`config.mk`:
```
export PLATFORM = sky130hd
export DESIGN_NAME = id_ex_stage_flat
export DESIGN_NICKNAME = d
export VERILOG_FILES = /design/src/rtl/mips_pkg.sv /design/src/rtl/id_ex_stage_if.sv /design/src/rtl/alu_ctrl_dec.sv /design/src/rtl/id_ex_stage.sv /design/src/flat_wrapper.sv
export SDC_FILE = /design/constraint.sdc
export NUM_CORES = 1
export LEC_CHECK = 0
export ABC_AREA = 1
export BUFFER_PORTS_ARGS = -buffer_cell sky130_fd_sc_hd__buf_4
export CAP_MARGIN = 10
export CORE_AREA = 2 2 117 119
export DETAILED_ROUTE_END_ITERATION = 8
export DIE_AREA = 0 0 119 121
export HOLD_SLACK_MARGIN = 0.15
export PLACE_DENSITY = 0.81
export SLEW_MARGIN = 20
export SYNTH_ARGS = -nofsm -noshare
export SYNTH_HDL_FRONTEND = slang
export SYNTH_SLANG_ARGS = --single-unit
export TNS_END_PERCENT = 50
```
`constraint.sdc`:
```
create_clock -name clk -period 1.05 [get_ports clk]
set_input_delay 0.105 -clock clk [delete_from_list [all_inputs] [get_ports clk]]
set_output_delay 0.105 -clock clk [all_outputs]
set_load 0.05 [all_outputs]
```
`src/rtl/mips_pkg.sv`:
```
// -----------------------------------------------------------------------------
// mips_pkg
// Shared MIPS decode constants used by the ID/EX stage:
//   - opcode / funct encodings of the supported instruction subset
//   - 4-bit ALU control codes (alu_op_e)
//   - dec_ctrl_t: control bundle produced by alu_ctrl_dec
// Optional feature macro of the stage using this package: ID_EX_FWD_EN.
// -----------------------------------------------------------------------------
package mips_pkg;

    localparam logic [5:0] OP_RTYPE = 6'h00;
    localparam logic [5:0] OP_BEQ   = 6'h04;
    localparam logic [5:0] OP_ADDI  = 6'h08;
    localparam logic [5:0] OP_LW    = 6'h23;
    localparam logic [5:0] OP_SW    = 6'h2B;

    localparam logic [5:0] FN_ADD   = 6'h20;
    localparam logic [5:0] FN_SUB   = 6'h22;
    localparam logic [5:0] FN_AND   = 6'h24;
    localparam logic [5:0] FN_OR    = 6'h25;
    localparam logic [5:0] FN_SLT   = 6'h2A;

    typedef enum logic [3:0] {
        ALU_AND = 4'b0000,
        ALU_OR  = 4'b0001,
        ALU_ADD = 4'b0010,
        ALU_SUB = 4'b0110,
        ALU_SLT = 4'b0111
    } alu_op_e;

    // uses_rt: rt is a real source (drives the load-use compare on rt).
    // dst_is_rt: I-type style destination (rt) instead of rd.
    typedef struct packed {
        alu_op_e alu_op;
        logic    b_is_imm;
        logic    reg_wr;
        logic    dst_is_rt;
        logic    uses_rt;
        logic    mem_rd;
        logic    mem_wr;
        logic    illegal;
    } dec_ctrl_t;

endpackage

```
`src/rtl/id_ex_stage_if.sv`:
```
// -----------------------------------------------------------------------------
// id_ex_stage_if
// Bundles every non-clock/reset signal of the ID/EX stage.
//   decode side : in_valid/in_ready, flush, opcode, funct, rs/rt/rd_idx,
//                 rs_data, rt_data, imm16
//   forwarding  : exm_wr_en, exm_rd, exm_result, exm_is_load,
//                 mwb_wr_en, mwb_rd, mwb_result
//   ALU side    : out_valid/out_ready, alu_a, alu_b, alucontrol, store_data,
//                 dst_idx, reg_wr_en, mem_rd, mem_wr, illegal, load_use
// Modports: slave = the stage itself, master = its environment.
// The forwarding group is only consumed when ID_EX_FWD_EN is defined.
// -----------------------------------------------------------------------------
interface id_ex_stage_if #(
    parameter int DW = 32,
    parameter int RW = 5
);
    logic          in_valid;
    logic          in_ready;
    logic          flush;
    logic [5:0]    opcode;
    logic [5:0]    funct;
    logic [RW-1:0] rs_idx;
    logic [RW-1:0] rt_idx;
    logic [RW-1:0] rd_idx;
    logic [DW-1:0] rs_data;
    logic [DW-1:0] rt_data;
    logic [15:0]   imm16;
    logic          exm_wr_en;
    logic [RW-1:0] exm_rd;
    logic [DW-1:0] exm_result;
    logic          exm_is_load;
    logic          mwb_wr_en;
    logic [RW-1:0] mwb_rd;
    logic [DW-1:0] mwb_result;
    logic          out_valid;
    logic          out_ready;
    logic [DW-1:0] alu_a;
    logic [DW-1:0] alu_b;
    logic [3:0]    alucontrol;
    logic [DW-1:0] store_data;
    logic [RW-1:0] dst_idx;
    logic          reg_wr_en;
    logic          mem_rd;
    logic          mem_wr;
    logic          illegal;
    logic          load_use;

    modport slave (
        input  in_valid, flush, opcode, funct, rs_idx, rt_idx, rd_idx,
               rs_data, rt_data, imm16, exm_wr_en, exm_rd, exm_result,
               exm_is_load, mwb_wr_en, mwb_rd, mwb_result, out_ready,
        output in_ready, out_valid, alu_a, alu_b, alucontrol, store_data,
               dst_idx, reg_wr_en, mem_rd, mem_wr, illegal, load_use
    );

    modport master (
        output in_valid, flush, opcode, funct, rs_idx, rt_idx, rd_idx,
               rs_data, rt_data, imm16, exm_wr_en, exm_rd, exm_result,
               exm_is_load, mwb_wr_en, mwb_rd, mwb_result, out_ready,
        input  in_ready, out_valid, alu_a, alu_b, alucontrol, store_data,
               dst_idx, reg_wr_en, mem_rd, mem_wr, illegal, load_use
    );
endinterface

```
`src/rtl/alu_ctrl_dec.sv`:
```
// -----------------------------------------------------------------------------
// alu_ctrl_dec
// Purely combinational opcode/funct decoder.
//   opcode [5:0] in  : MIPS opcode
//   funct  [5:0] in  : MIPS funct (R-type only)
//   ctrl         out : ALU code, B-source, register/memory flags, illegal
// Anything outside the supported subset decodes to ALU_ADD with illegal=1
// and no register write.
// -----------------------------------------------------------------------------
module alu_ctrl_dec
    import mips_pkg::*;
(
    input  logic [5:0] opcode,
    input  logic [5:0] funct,
    output dec_ctrl_t  ctrl
);

    // Decode table; defaults describe the illegal-instruction response.
    always_comb begin
        ctrl.alu_op    = ALU_ADD;
        ctrl.b_is_imm  = 1'b0;
        ctrl.reg_wr    = 1'b0;
        ctrl.dst_is_rt = 1'b1;
        ctrl.uses_rt   = 1'b0;
        ctrl.mem_rd    = 1'b0;
        ctrl.mem_wr    = 1'b0;
        ctrl.illegal   = 1'b1;
        case (opcode)
            OP_RTYPE: begin
                ctrl.dst_is_rt = 1'b0;
                ctrl.uses_rt   = 1'b1;
                ctrl.reg_wr    = 1'b1;
                ctrl.illegal   = 1'b0;
                case (funct)
                    FN_ADD:  ctrl.alu_op = ALU_ADD;
                    FN_SUB:  ctrl.alu_op = ALU_SUB;
                    FN_AND:  ctrl.alu_op = ALU_AND;
                    FN_OR:   ctrl.alu_op = ALU_OR;
                    FN_SLT:  ctrl.alu_op = ALU_SLT;
                    default: begin
                        ctrl.alu_op  = ALU_ADD;
                        ctrl.reg_wr  = 1'b0;
                        ctrl.illegal = 1'b1;
                    end
                endcase
            end
            OP_LW: begin
                ctrl.b_is_imm = 1'b1;
                ctrl.reg_wr   = 1'b1;
                ctrl.mem_rd   = 1'b1;
                ctrl.illegal  = 1'b0;
            end
            OP_SW: begin
                // rt is the store data, so it is a real source
                ctrl.b_is_imm = 1'b1;
                ctrl.uses_rt  = 1'b1;
                ctrl.mem_wr   = 1'b1;
                ctrl.illegal  = 1'b0;
            end
            OP_ADDI: begin
                ctrl.b_is_imm = 1'b1;
                ctrl.reg_wr   = 1'b1;
                ctrl.illegal  = 1'b0;
            end
            OP_BEQ: begin
                ctrl.alu_op  = ALU_SUB;
                ctrl.uses_rt = 1'b1;
                ctrl.illegal = 1'b0;
            end
            default: ctrl.illegal = 1'b1;
        endcase
    end

endmodule

```
`src/rtl/id_ex_stage.sv`:
```
// -----------------------------------------------------------------------------
// id_ex_stage
// ID/EX pipeline register feeding the ALU through a registered valid/ready
// stage (1-cycle latency).
//   clk    in : system clock, rising edge
//   rst_n  in : asynchronous active-low reset
//   bus       : id_ex_stage_if.slave (decode inputs, forwarding inputs,
//               ALU-side outputs, in_ready and load_use)
// Optional feature: define ID_EX_FWD_EN to build the EX/MEM and MEM/WB
// forwarding muxes and the load-use hazard detector. Without it operands
// come straight from the register file and load_use is tied 0.
// -----------------------------------------------------------------------------
module id_ex_stage
    import mips_pkg::*;
#(
    parameter int DW = 32,
    parameter int RW = 5
) (
    input logic           clk,
    input logic           rst_n,
    id_ex_stage_if.slave  bus
);

    typedef struct packed {
        logic [DW-1:0] alu_a;
        logic [DW-1:0] alu_b;
        logic [3:0]    alucontrol;
        logic [DW-1:0] store_data;
        logic [RW-1:0] dst_idx;
        logic          reg_wr_en;
        logic          mem_rd;
        logic          mem_wr;
        logic          illegal;
    } payload_t;

    dec_ctrl_t     dec_s;
    logic [DW-1:0] rs_val_s;
    logic [DW-1:0] rt_val_s;
    logic [DW-1:0] imm_ext_s;
    logic [RW-1:0] dst_s;
    logic          load_use_s;
    logic          in_ready_s;
    logic          fire_s;
    payload_t      pay_d, pay_q;
    logic          valid_d, valid_q;

    alu_ctrl_dec u_dec (
        .opcode (bus.opcode),
        .funct  (bus.funct),
        .ctrl   (dec_s)
    );

`ifdef ID_EX_FWD_EN
    // EX/MEM wins over MEM/WB; a load in EX/MEM has no usable result yet,
    // and register 0 is never forwarded.
    function automatic logic [DW-1:0] fwd_sel(
        input logic [RW-1:0] idx,
        input logic [DW-1:0] rf_val,
        input logic          exm_ok,
        input logic [RW-1:0] exm_rd,
        input logic [DW-1:0] exm_val,
        input logic          mwb_ok,
        input logic [RW-1:0] mwb_rd,
        input logic [DW-1:0] mwb_val
    );
        logic [DW-1:0] sel;
        if (idx == '0) begin
            sel = rf_val;
        end else if (exm_ok && (exm_rd == idx)) begin
            sel = exm_val;
        end else if (mwb_ok && (mwb_rd == idx)) begin
            sel = mwb_val;
        end else begin
            sel = rf_val;
        end
        return sel;
    endfunction

    // Operand resolution through the forwarding muxes plus load-use compare.
    always_comb begin
        rs_val_s = fwd_sel(bus.rs_idx, bus.rs_data,
                           bus.exm_wr_en && !bus.exm_is_load, bus.exm_rd, bus.exm_result,
                           bus.mwb_wr_en, bus.mwb_rd, bus.mwb_result);
        rt_val_s = fwd_sel(bus.rt_idx, bus.rt_data,
                           bus.exm_wr_en && !bus.exm_is_load, bus.exm_rd, bus.exm_result,
                           bus.mwb_wr_en, bus.mwb_rd, bus.mwb_result);
        load_use_s = bus.in_valid && bus.exm_is_load && (bus.exm_rd != '0) &&
                     ((bus.exm_rd == bus.rs_idx) ||
                      (dec_s.uses_rt && (bus.exm_rd == bus.rt_idx)));
    end
`else
    logic unused_fwd_s;

    // Raw register-file operands; hazards are left to the instruction schedule.
    always_comb begin
        rs_val_s     = bus.rs_data;
        rt_val_s     = bus.rt_data;
        load_use_s   = 1'b0;
        unused_fwd_s = ^{bus.exm_wr_en, bus.exm_rd, bus.exm_result, bus.exm_is_load,
                         bus.mwb_wr_en, bus.mwb_rd, bus.mwb_result};
    end
`endif

    assign imm_ext_s  = {{(DW-16){bus.imm16[15]}}, bus.imm16};
    assign dst_s      = dec_s.dst_is_rt ? bus.rt_idx : bus.rd_idx;
    assign in_ready_s = !load_use_s && (!valid_q || bus.out_ready);
    assign fire_s     = bus.in_valid && in_ready_s;

    // Next-state: flush kills everything, otherwise capture or drain.
    always_comb begin
        valid_d = valid_q;
        pay_d   = pay_q;
        if (bus.flush) begin
            valid_d = 1'b0;
        end else if (fire_s) begin
            valid_d          = 1'b1;
            pay_d.alu_a      = rs_val_s;
            pay_d.alu_b      = dec_s.b_is_imm ? imm_ext_s : rt_val_s;
            pay_d.alucontrol = dec_s.alu_op;
            pay_d.store_data = rt_val_s;
            pay_d.dst_idx    = dst_s;
            pay_d.reg_wr_en  = dec_s.reg_wr && (dst_s != '0);
            pay_d.mem_rd     = dec_s.mem_rd;
            pay_d.mem_wr     = dec_s.mem_wr;
            pay_d.illegal    = dec_s.illegal;
        end else if (bus.out_ready) begin
            valid_d = 1'b0;
        end else begin
            valid_d = valid_q;
        end
    end

    // Pipeline register; reset clears valid and every held field.
    always_ff @(posedge clk or negedge rst_n) begin
        if (!rst_n) begin
            valid_q <= 1'b0;
            pay_q   <= '0;
        end else begin
            valid_q <= valid_d;
            pay_q   <= pay_d;
        end
    end

    assign bus.in_ready   = in_ready_s;
    assign bus.load_use   = load_use_s;
    assign bus.out_valid  = valid_q;
    assign bus.alu_a      = pay_q.alu_a;
    assign bus.alu_b      = pay_q.alu_b;
    assign bus.alucontrol = pay_q.alucontrol;
    assign bus.store_data = pay_q.store_data;
    assign bus.dst_idx    = pay_q.dst_idx;
    assign bus.reg_wr_en  = pay_q.reg_wr_en;
    assign bus.mem_rd     = pay_q.mem_rd;
    assign bus.mem_wr     = pay_q.mem_wr;
    assign bus.illegal    = pay_q.illegal;

endmodule

```
`src/flat_wrapper.sv`:
```
// flat-port wrapper written by rule: the top's interface ports become plain ports
module id_ex_stage_flat import mips_pkg::*;
#(
    parameter int DW = 32,
    parameter int RW = 5
)
  (clk, rst_n, bus_in_valid, bus_flush, bus_opcode, bus_funct, bus_rs_idx, bus_rt_idx, bus_rd_idx, bus_rs_data, bus_rt_data, bus_imm16, bus_exm_wr_en, bus_exm_rd, bus_exm_result, bus_exm_is_load, bus_mwb_wr_en, bus_mwb_rd, bus_mwb_result, bus_out_ready, bus_in_ready, bus_out_valid, bus_alu_a, bus_alu_b, bus_alucontrol, bus_store_data, bus_dst_idx, bus_reg_wr_en, bus_mem_rd, bus_mem_wr, bus_illegal, bus_load_use);
  id_ex_stage_if #(.DW(DW), .RW(RW)) bus_i ();
  input logic clk;
  input logic rst_n;
  input wire logic [$bits(bus_i.in_valid)-1:0] bus_in_valid;
  input wire logic [$bits(bus_i.flush)-1:0] bus_flush;
  input wire logic [$bits(bus_i.opcode)-1:0] bus_opcode;
  input wire logic [$bits(bus_i.funct)-1:0] bus_funct;
  input wire logic [$bits(bus_i.rs_idx)-1:0] bus_rs_idx;
  input wire logic [$bits(bus_i.rt_idx)-1:0] bus_rt_idx;
  input wire logic [$bits(bus_i.rd_idx)-1:0] bus_rd_idx;
  input wire logic [$bits(bus_i.rs_data)-1:0] bus_rs_data;
  input wire logic [$bits(bus_i.rt_data)-1:0] bus_rt_data;
  input wire logic [$bits(bus_i.imm16)-1:0] bus_imm16;
  input wire logic [$bits(bus_i.exm_wr_en)-1:0] bus_exm_wr_en;
  input wire logic [$bits(bus_i.exm_rd)-1:0] bus_exm_rd;
  input wire logic [$bits(bus_i.exm_result)-1:0] bus_exm_result;
  input wire logic [$bits(bus_i.exm_is_load)-1:0] bus_exm_is_load;
  input wire logic [$bits(bus_i.mwb_wr_en)-1:0] bus_mwb_wr_en;
  input wire logic [$bits(bus_i.mwb_rd)-1:0] bus_mwb_rd;
  input wire logic [$bits(bus_i.mwb_result)-1:0] bus_mwb_result;
  input wire logic [$bits(bus_i.out_ready)-1:0] bus_out_ready;
  output wire logic [$bits(bus_i.in_ready)-1:0] bus_in_ready;
  output wire logic [$bits(bus_i.out_valid)-1:0] bus_out_valid;
  output wire logic [$bits(bus_i.alu_a)-1:0] bus_alu_a;
  output wire logic [$bits(bus_i.alu_b)-1:0] bus_alu_b;
  output wire logic [$bits(bus_i.alucontrol)-1:0] bus_alucontrol;
  output wire logic [$bits(bus_i.store_data)-1:0] bus_store_data;
  output wire logic [$bits(bus_i.dst_idx)-1:0] bus_dst_idx;
  output wire logic [$bits(bus_i.reg_wr_en)-1:0] bus_reg_wr_en;
  output wire logic [$bits(bus_i.mem_rd)-1:0] bus_mem_rd;
  output wire logic [$bits(bus_i.mem_wr)-1:0] bus_mem_wr;
  output wire logic [$bits(bus_i.illegal)-1:0] bus_illegal;
  output wire logic [$bits(bus_i.load_use)-1:0] bus_load_use;
  assign bus_i.in_valid = bus_in_valid;
  assign bus_i.flush = bus_flush;
  assign bus_i.opcode = bus_opcode;
  assign bus_i.funct = bus_funct;
  assign bus_i.rs_idx = bus_rs_idx;
  assign bus_i.rt_idx = bus_rt_idx;
  assign bus_i.rd_idx = bus_rd_idx;
  assign bus_i.rs_data = bus_rs_data;
  assign bus_i.rt_data = bus_rt_data;
  assign bus_i.imm16 = bus_imm16;
  assign bus_i.exm_wr_en = bus_exm_wr_en;
  assign bus_i.exm_rd = bus_exm_rd;
  assign bus_i.exm_result = bus_exm_result;
  assign bus_i.exm_is_load = bus_exm_is_load;
  assign bus_i.mwb_wr_en = bus_mwb_wr_en;
  assign bus_i.mwb_rd = bus_mwb_rd;
  assign bus_i.mwb_result = bus_mwb_result;
  assign bus_i.out_ready = bus_out_ready;
  assign bus_in_ready = bus_i.in_ready;
  assign bus_out_valid = bus_i.out_valid;
  assign bus_alu_a = bus_i.alu_a;
  assign bus_alu_b = bus_i.alu_b;
  assign bus_alucontrol = bus_i.alucontrol;
  assign bus_store_data = bus_i.store_data;
  assign bus_dst_idx = bus_i.dst_idx;
  assign bus_reg_wr_en = bus_i.reg_wr_en;
  assign bus_mem_rd = bus_i.mem_rd;
  assign bus_mem_wr = bus_i.mem_wr;
  assign bus_illegal = bus_i.illegal;
  assign bus_load_use = bus_i.load_use;
  id_ex_stage #(.DW(DW), .RW(RW)) u_core (.clk(clk), .rst_n(rst_n), .bus(bus_i));
endmodule
```
After elaboration in Yosys (flattened, before gate mapping)
Index checks and enable logic that the tools add are counted.
{"block": "classes", "n_addsub": 0, "multipliers": 0, "div_mod_pow": 0, "order_cmp": 0, "eq_ne": 9, "shifts": 0, "n_mux": 14, "bitwise_logic": 1, "reduce_logical": 12}
{"op": "6-bit == test, second input constant", "count": 7}
{"op": "32-bit two-way mux", "count": 1}
{"op": "3-bit case mux with 4 select lines", "count": 1}
{"op": "1-bit two-way mux", "count": 8}
{"op": "4-bit case mux with 2 select lines", "count": 1}
{"op": "6-bit by 3-bit == test with 1-bit output, second input constant", "count": 1}
{"op": "6-bit by 4-bit == test with 1-bit output, second input constant", "count": 1}
{"op": "6-bit logical NOT", "count": 1}
{"op": "5-bit two-way mux", "count": 1}
{"op": "5-bit nonzero test", "count": 1}
{"op": "5-bit OR reduction", "count": 1}
{"op": "1-bit case mux with 2 select lines", "count": 2}
{"op": "4-bit OR reduction", "count": 1}
{"op": "3-bit nonzero test", "count": 1}
{"op": "3-bit OR reduction", "count": 1}
{"op": "1-bit logical AND", "count": 2}
{"op": "2-bit AND reduction", "count": 1}
{"op": "2-bit OR reduction", "count": 1}
{"op": "1-bit logical NOT", "count": 1}
{"op": "1-bit logical OR", "count": 1}
{"op": "1-bit inverter", "count": 1}
{"block": "word_totals", "ff_bits": 110, "latch_bits": 0, "ramBits": 0, "rom_bits": 0, "inputBits": 189, "out_inout_bits": 112, "elab_cells": 46, "n_memories": 0}

Logic depth before layout (Yosys ltp)
{"block": "logic_depth", "ltp_word": 5, "mapped_depth": 9, "ltp_nobuf": 9}

By module
From an unflattened synthesis, not the netlist that was laid out.
{"block": "unflattened", "cells_unflattened": 602, "hier_area_um2": 4842.1}
{"mod": "id_ex_stage", "n_inst": 1, "cells_per_inst": 541, "area_each_um2": 4573.1, "seq_area_each_um2": 2752.6}
{"mod": "alu_ctrl_dec", "n_inst": 1, "cells_per_inst": 61, "area_each_um2": 269.0, "seq_area_each_um2": 0.0}

Least setup slack after synthesis
OpenSTA, ideal clock, no wires.
{"block": "synth_timing", "kind": "flip-flop to flip-flop", "from": "reg u_core.valid_q, in the netlist u_core.bus.out_valid", "to": "reg u_core.pay_q (netlist bit u_core.bus.alucontrol[1])", "setup_ns": 0.121, "arrival_time_ns": 1.707, "required_time_ns": 0.929, "path_slack_ns": -0.779, "path_stages_with_launch": 9, "n_path_buf": 1, "period_less_slack_ns": 1.829, "cell_sequence": "dfrtp_1 > inv_1 > nor2_1 > inv_1 > nand2_2 > inv_2 > buf_2 > nand2_1 > o22a_1"}
{"block": "synth_between", "elab_chain_cells": 4}
{"item": "start, declared", "line_no": "id_ex_stage.sv:45", "source": "logic valid_d, valid_q;"}
{"item": "start signal, assigned", "line_no": "id_ex_stage.sv:139", "source": "valid_q <= valid_d;"}
{"item": "1-bit logical NOT", "line_no": "id_ex_stage.sv:106", "source": "assign in_ready_s = !load_use_s && (!valid_q || bus.out_ready);"}
{"item": "1-bit logical OR", "line_no": "id_ex_stage.sv:106"}
{"item": "named net bus_in_ready", "line_no": "flat_wrapper.sv:29", "source": "output wire logic [$bits(bus_i.in_ready)-1:0] bus_in_ready;"}
{"item": "1-bit logical AND", "line_no": "id_ex_stage.sv:107", "source": "assign fire_s = bus.in_valid && in_ready_s;"}
{"item": "2-bit AND reduction (no source line)"}
{"item": "end signal, assigned", "line_no": "id_ex_stage.sv:140", "source": "pay_q <= pay_d;"}
{"item": "end, declared", "line_no": "id_ex_stage.sv:44", "source": "payload_t pay_d, pay_q;"}
The timed path passes the listed nets, and every way through them passes these cells.
A chain may end at the register's enable or synchronous reset.

Worst setup path after layout
{"block": "layout_timing", "from": "reg u_core.valid_q, in the netlist u_core.bus.out_valid", "to": "reg u_core.pay_q (netlist bit u_core.bus.alu_a[18])"}
{"block": "layout_between", "elab_chain_cells": 4}
{"item": "1-bit logical NOT", "line_no": "id_ex_stage.sv:106"}
{"item": "1-bit logical OR", "line_no": "id_ex_stage.sv:106"}
{"item": "1-bit logical AND", "line_no": "id_ex_stage.sv:107"}
{"item": "2-bit AND reduction (no source line)"}
No other way between the ends.

==> results.txt <==
In this run the power density over the cells is 1685 mW/mm^2. The share of layout cells above drive strength 1 was 0.4103; the total wire length was 18440 um. The number of enable-type register cells in the synthesized netlist is 0, and the post-layout minimum cycle time is 1.358 ns. The number of antenna violations at the first check in global routing is 1. The residual DRC count is 0, and the placed wire-length estimate after detailed placement is 10000 um.

The tools report the endpoint of the worst register-to-register path as u_core.bus.alu_a[18]$_DFFE_PN0P_. From synthesis to final layout, the design area changed by 88.90%. The tool flagged a number of max-cap violations equal to 0. Counting along the longest clock path gives a buffer depth of 2.

The detail route stage leaves a number of antenna-violating nets equal to 0. Setup violations remaining at the end of the flow were counted as 114. The count of input and output buffers is 216, and the routing usage on met3 is 0.05733. The critical path contains buffers and inverters numbering 4 combined. For this design, the slowest cell found on the critical path is dfrtp_2. Tracing the worst setup path back leads to its startpoint at u_core.bus.out_valid$_DFFE_PN0P_.

The run gives 14.75 mW as the overall power of the completed layout. For this run, the number of Yosys warnings is 0. The switching component of the power was 5.629 mW. The finished layout holds 1035 standard cells, fillers aside.

The critical path required time is 1.26 ns. The net count of the finished layout is 1044. For the final design utilization, the log shows 0.6689.

By area the synthesized netlist is led by dfrtp_1 (59%), nand2_1 (19%), a21oi_1 (3.5%), o211ai_2 (2.7%), nand3_1 (2.4%). The run gives 24 as the unique cell type count in the Yosys netlist. Once placement completed, the tool counted placed cells totaling 924. The run gives 0.3541 as the initial core utilization. TritonCTS built the clock tree. The logs give 1.57 ns for the arrival time of data at the critical path endpoint and 0.9039 mV for the worst supply voltage drop on vdd. Leaving out fill and tap cells, the most frequent cell in the layout is nand2_1.

The total count of hold-check failures in the final report is 0. The top cell type's share of synthesized area is 0.5887, and the setup clock skew after layout is 0.005527 ns. The first global-routing pass estimated 27210 um of wire. For the total track usage, the log shows 0.2426. For this run, the top clock speed supported by timing is 0.7363 GHz. Global routing finished with a remaining overflow of 0. In this design, the largest share of critical-path delay is due to buffers and inverters.

Met2 capacity usage during global routing: 0.4224. In this run the cell area of the synthesized design comes to 0.004633 mm^2. The global routing met1 resource utilization came out at 0.2735. The synthesized area per cell came out at 8.859 um^2.

The flip-flop and latch count after synthesis came out at 109. The congestion estimate from routability-driven global placement came to 0.7789. Type of the worst setup path: flop to flop. For the fraction of power consumed by the clock network, the log shows 0.247.

In this run the most used layer during global routing was met2. The run gives -0.2973 ns as the pre-CTS setup slack. The run gives -0.3081 ns as the final setup slack of the worst path. The critical path depth in cells was 8; the number of DRC markers after the initial detailed-route iteration was 424. STA classifies the critical path startpoint as a flop. The flow ran to the end, but the final reports show violations.

Synthesis produced 523 cells. The share of synthesized area occupied by flip-flops and latches is 0.5887. The checks that failed: setup timing. The clock drives 109 sinks.

Dividing the detail-routed wire length by the instance count gives 17.82 um. The run gives 5384 as the via count of the first global-routing pass. Along the worst path, the maximum fanout reaches 20.

301 I/O pins were placed. Post-route clock period utilization: 1.293. Along the worst hold path, the cell count comes to 5. The largest single stage delay on the critical path is 0.41 ns.

The sequential group share of total power was 0.363; the number of cell instances on the worst register-to-register path was 8. The placeable core region came out at 0.01309 mm^2. The tools report the endpoint of the worst setup timing path as u_core.bus.alu_a[18]$_DFFE_PN0P_. Clock latency on the worst-skew pair, taken at its later pin, is 0.35 ns. The startpoint identified for the worst hold timing path is bus_out_ready.

The tools report the root cell of the clock tree as clkbuf_16. The post-detailed-route via-to-cell ratio is 4.961. In this run the worst hold path is classified as primary input to flop.

The run gives 3 as the CTS H-tree depth. In the synthesized netlist the dominant register cell turns out to be dfrtp_1. Setup repair after global routing could not meet its margin everywhere. The cell type with the largest total area after synthesis was dfrtp_1. The die covers 0.01440 mm^2. The setup check on the worst reg-to-reg path leaves a slack of -0.31 ns. In this run the static leakage power is 4.468 nW. In this run the critical register-to-register path is launched from u_core.bus.out_valid$_DFFE_PN0P_. The max-slew violation count came out at 0. The library cells used most frequently in the layout, excluding fill and tap cells, are nand2_1 (205), buf_4 (132), buf_6 (109). The async set or reset register ratio after synthesis is 1.000, and the total iterations of the first detailed-routing run is 7. Walking the worst path, the cells encountered are inv_2 -> nor2_2 -> inv_2 -> nand2_4 -> buf_12 -> buf_16 -> nand2_1 -> nand2_1. The internal power component is 9.119 mW, and the count of vias placed by the detailed router is 5135. The number of clock buffers added by TritonCTS is 9. The combinational cell fraction of total power is 0.390, and the pin count of the biggest net entering global routing is 52. The tools report the type of destination of the critical path as a flop. The proportion of total power due to net switching is 0.3817, and the chip height is 121 um.

The run gives 897 as the fill cell total of the finished layout. The die boundary width works out to 119 um. After floorplanning, the core was divided into 42 placement rows. Clock-pin slew was measured on the worst setup and hold paths at 0.07 ns.
-- area by class of cell --
cell class / count / area [um^2] / area share
inverter: 25 / 101.3 / 0.01158
timing repair buffer: 349 / 3525 / 0.4027
clock inverter: 5 / 85.08 / 0.009721
tap: 176 / 220.2 / 0.02516
antenna: 1 / 2.502 / 0.0002859
sequential: 109 / 2729 / 0.3118
multi-input combinational: 361 / 1864 / 0.2130
clock buffer: 9 / 225.2 / 0.02573
-- how the worst min path moves through the flow --
stage                     slack [ns]                                to
final                           0.14  u_core.bus.out_valid$_DFFE_PN0P_
after CTS                       0.13  u_core.bus.out_valid$_DFFE_PN0P_
after detailed placement       -0.02  u_core.bus.alu_a[25]$_DFFE_PN0P_
after global placement         -0.02  u_core.bus.alu_a[25]$_DFFE_PN0P_
after global routing            0.15  u_core.bus.out_valid$_DFFE_PN0P_
after floorplan                -0.19   u_core.bus.alu_a[0]$_DFFE_PN0P_
-- worst reg2reg max path, stage by stage, from the launching register on --
cell and delay, ns:
dfrtp_2 0.41, inv_2 0.05, nor2_2 0.03, inv_2 0.07
nand2_4 0.10, buf_12 0.19, buf_16 0.18, nand2_1 0.09
nand2_1 0.11
-- metrics by stage --
stage | cell area (um^2) | hold slack, ns | setup TNS (ns)
after floorplan | 4706 | -0.1906 | -45.31
after global placement | 6703 | -0.02008 | -18.11
after detailed placement | 6703 | -0.02400 | -18.76
after CTS | 8362 | 0.1263 | -19.09
after global routing | 8752 | 0.1514 | -28.20
final | 8752 | 0.1425 | -21.76
-- power groups by stage --
stage / Clock, mW / Combinational, mW / Sequential (mW)
after CTS: 3.71 / 5.34 / 5.22
after global routing: 3.90 / 6.02 / 5.40
after detailed placement: 0 / 4.75 / 5.23
final: 3.64 / 5.76 / 5.35
after floorplan: 0 / 0.839 / 7.36
after global placement: 0 / 4.68 / 5.23
-- logic make-up (layout without fill, tap and decap cells) --
| logic type | count (synthesis) | count (layout) | synth area share |
|---|---|---|---|
| AO/OA/AOI/OAI | 68 | 68 | 0.09560 |
| buffers and inverters | 54 | 388 | 0.05752 |
| flip-flops | 109 | 109 | 0.5887 |
| other | 1 | 3 | 0.0008094 |
| AND/OR/NAND/NOR | 291 | 291 | 0.2574 |
-- Yosys cell counts (2+ instances only) --
master / n
nand2_1: 231
dfrtp_1: 109
nand2_2: 3
clkbuf_1: 3
buf_2: 18
nand3_4: 2
o21ai_0: 15
buf_6: 3
nor2_2: 6
nand4_1: 4
inv_2: 2
o211ai_2: 10
nand3_2: 2
o211ai_1: 7
a21oi_1: 32
nor2_1: 21
inv_1: 23
buf_4: 5
nand3_1: 22
-- what timing repair did --
action                                 in CTS  in global routing
buffers inserted                            1                  0
setup endpoints to repair                 153                184
pin swaps                                   6                  2
hold buffers                               89                  0
resized for setup                         104                 86
gates cloned                                4                  2
endpoints found under the hold margin     211                  0
-- per-layer routing --
layer,part of all wire,wire length [um],up-vias
met5,0,0,-
met4,0.044,804,0
met3,0.067,1230,61
met2,0.51,9477,265
met1,0.38,6930,2481
li1,-,-,2328
-- registers in the layout, indices dropped and copies added (netlist names) --
signal and flops:
u_core.bus.alu_a 32, u_core.bus.alu_b 32, u_core.bus.alucontrol 3, u_core.bus.dst_idx 5
u_core.bus.illegal 1, u_core.bus.mem_rd 1, u_core.bus.mem_wr 1, u_core.bus.out_valid 1
u_core.bus.reg_wr_en 1, u_core.bus.store_data 32
(Power assumes the default switching activity.)
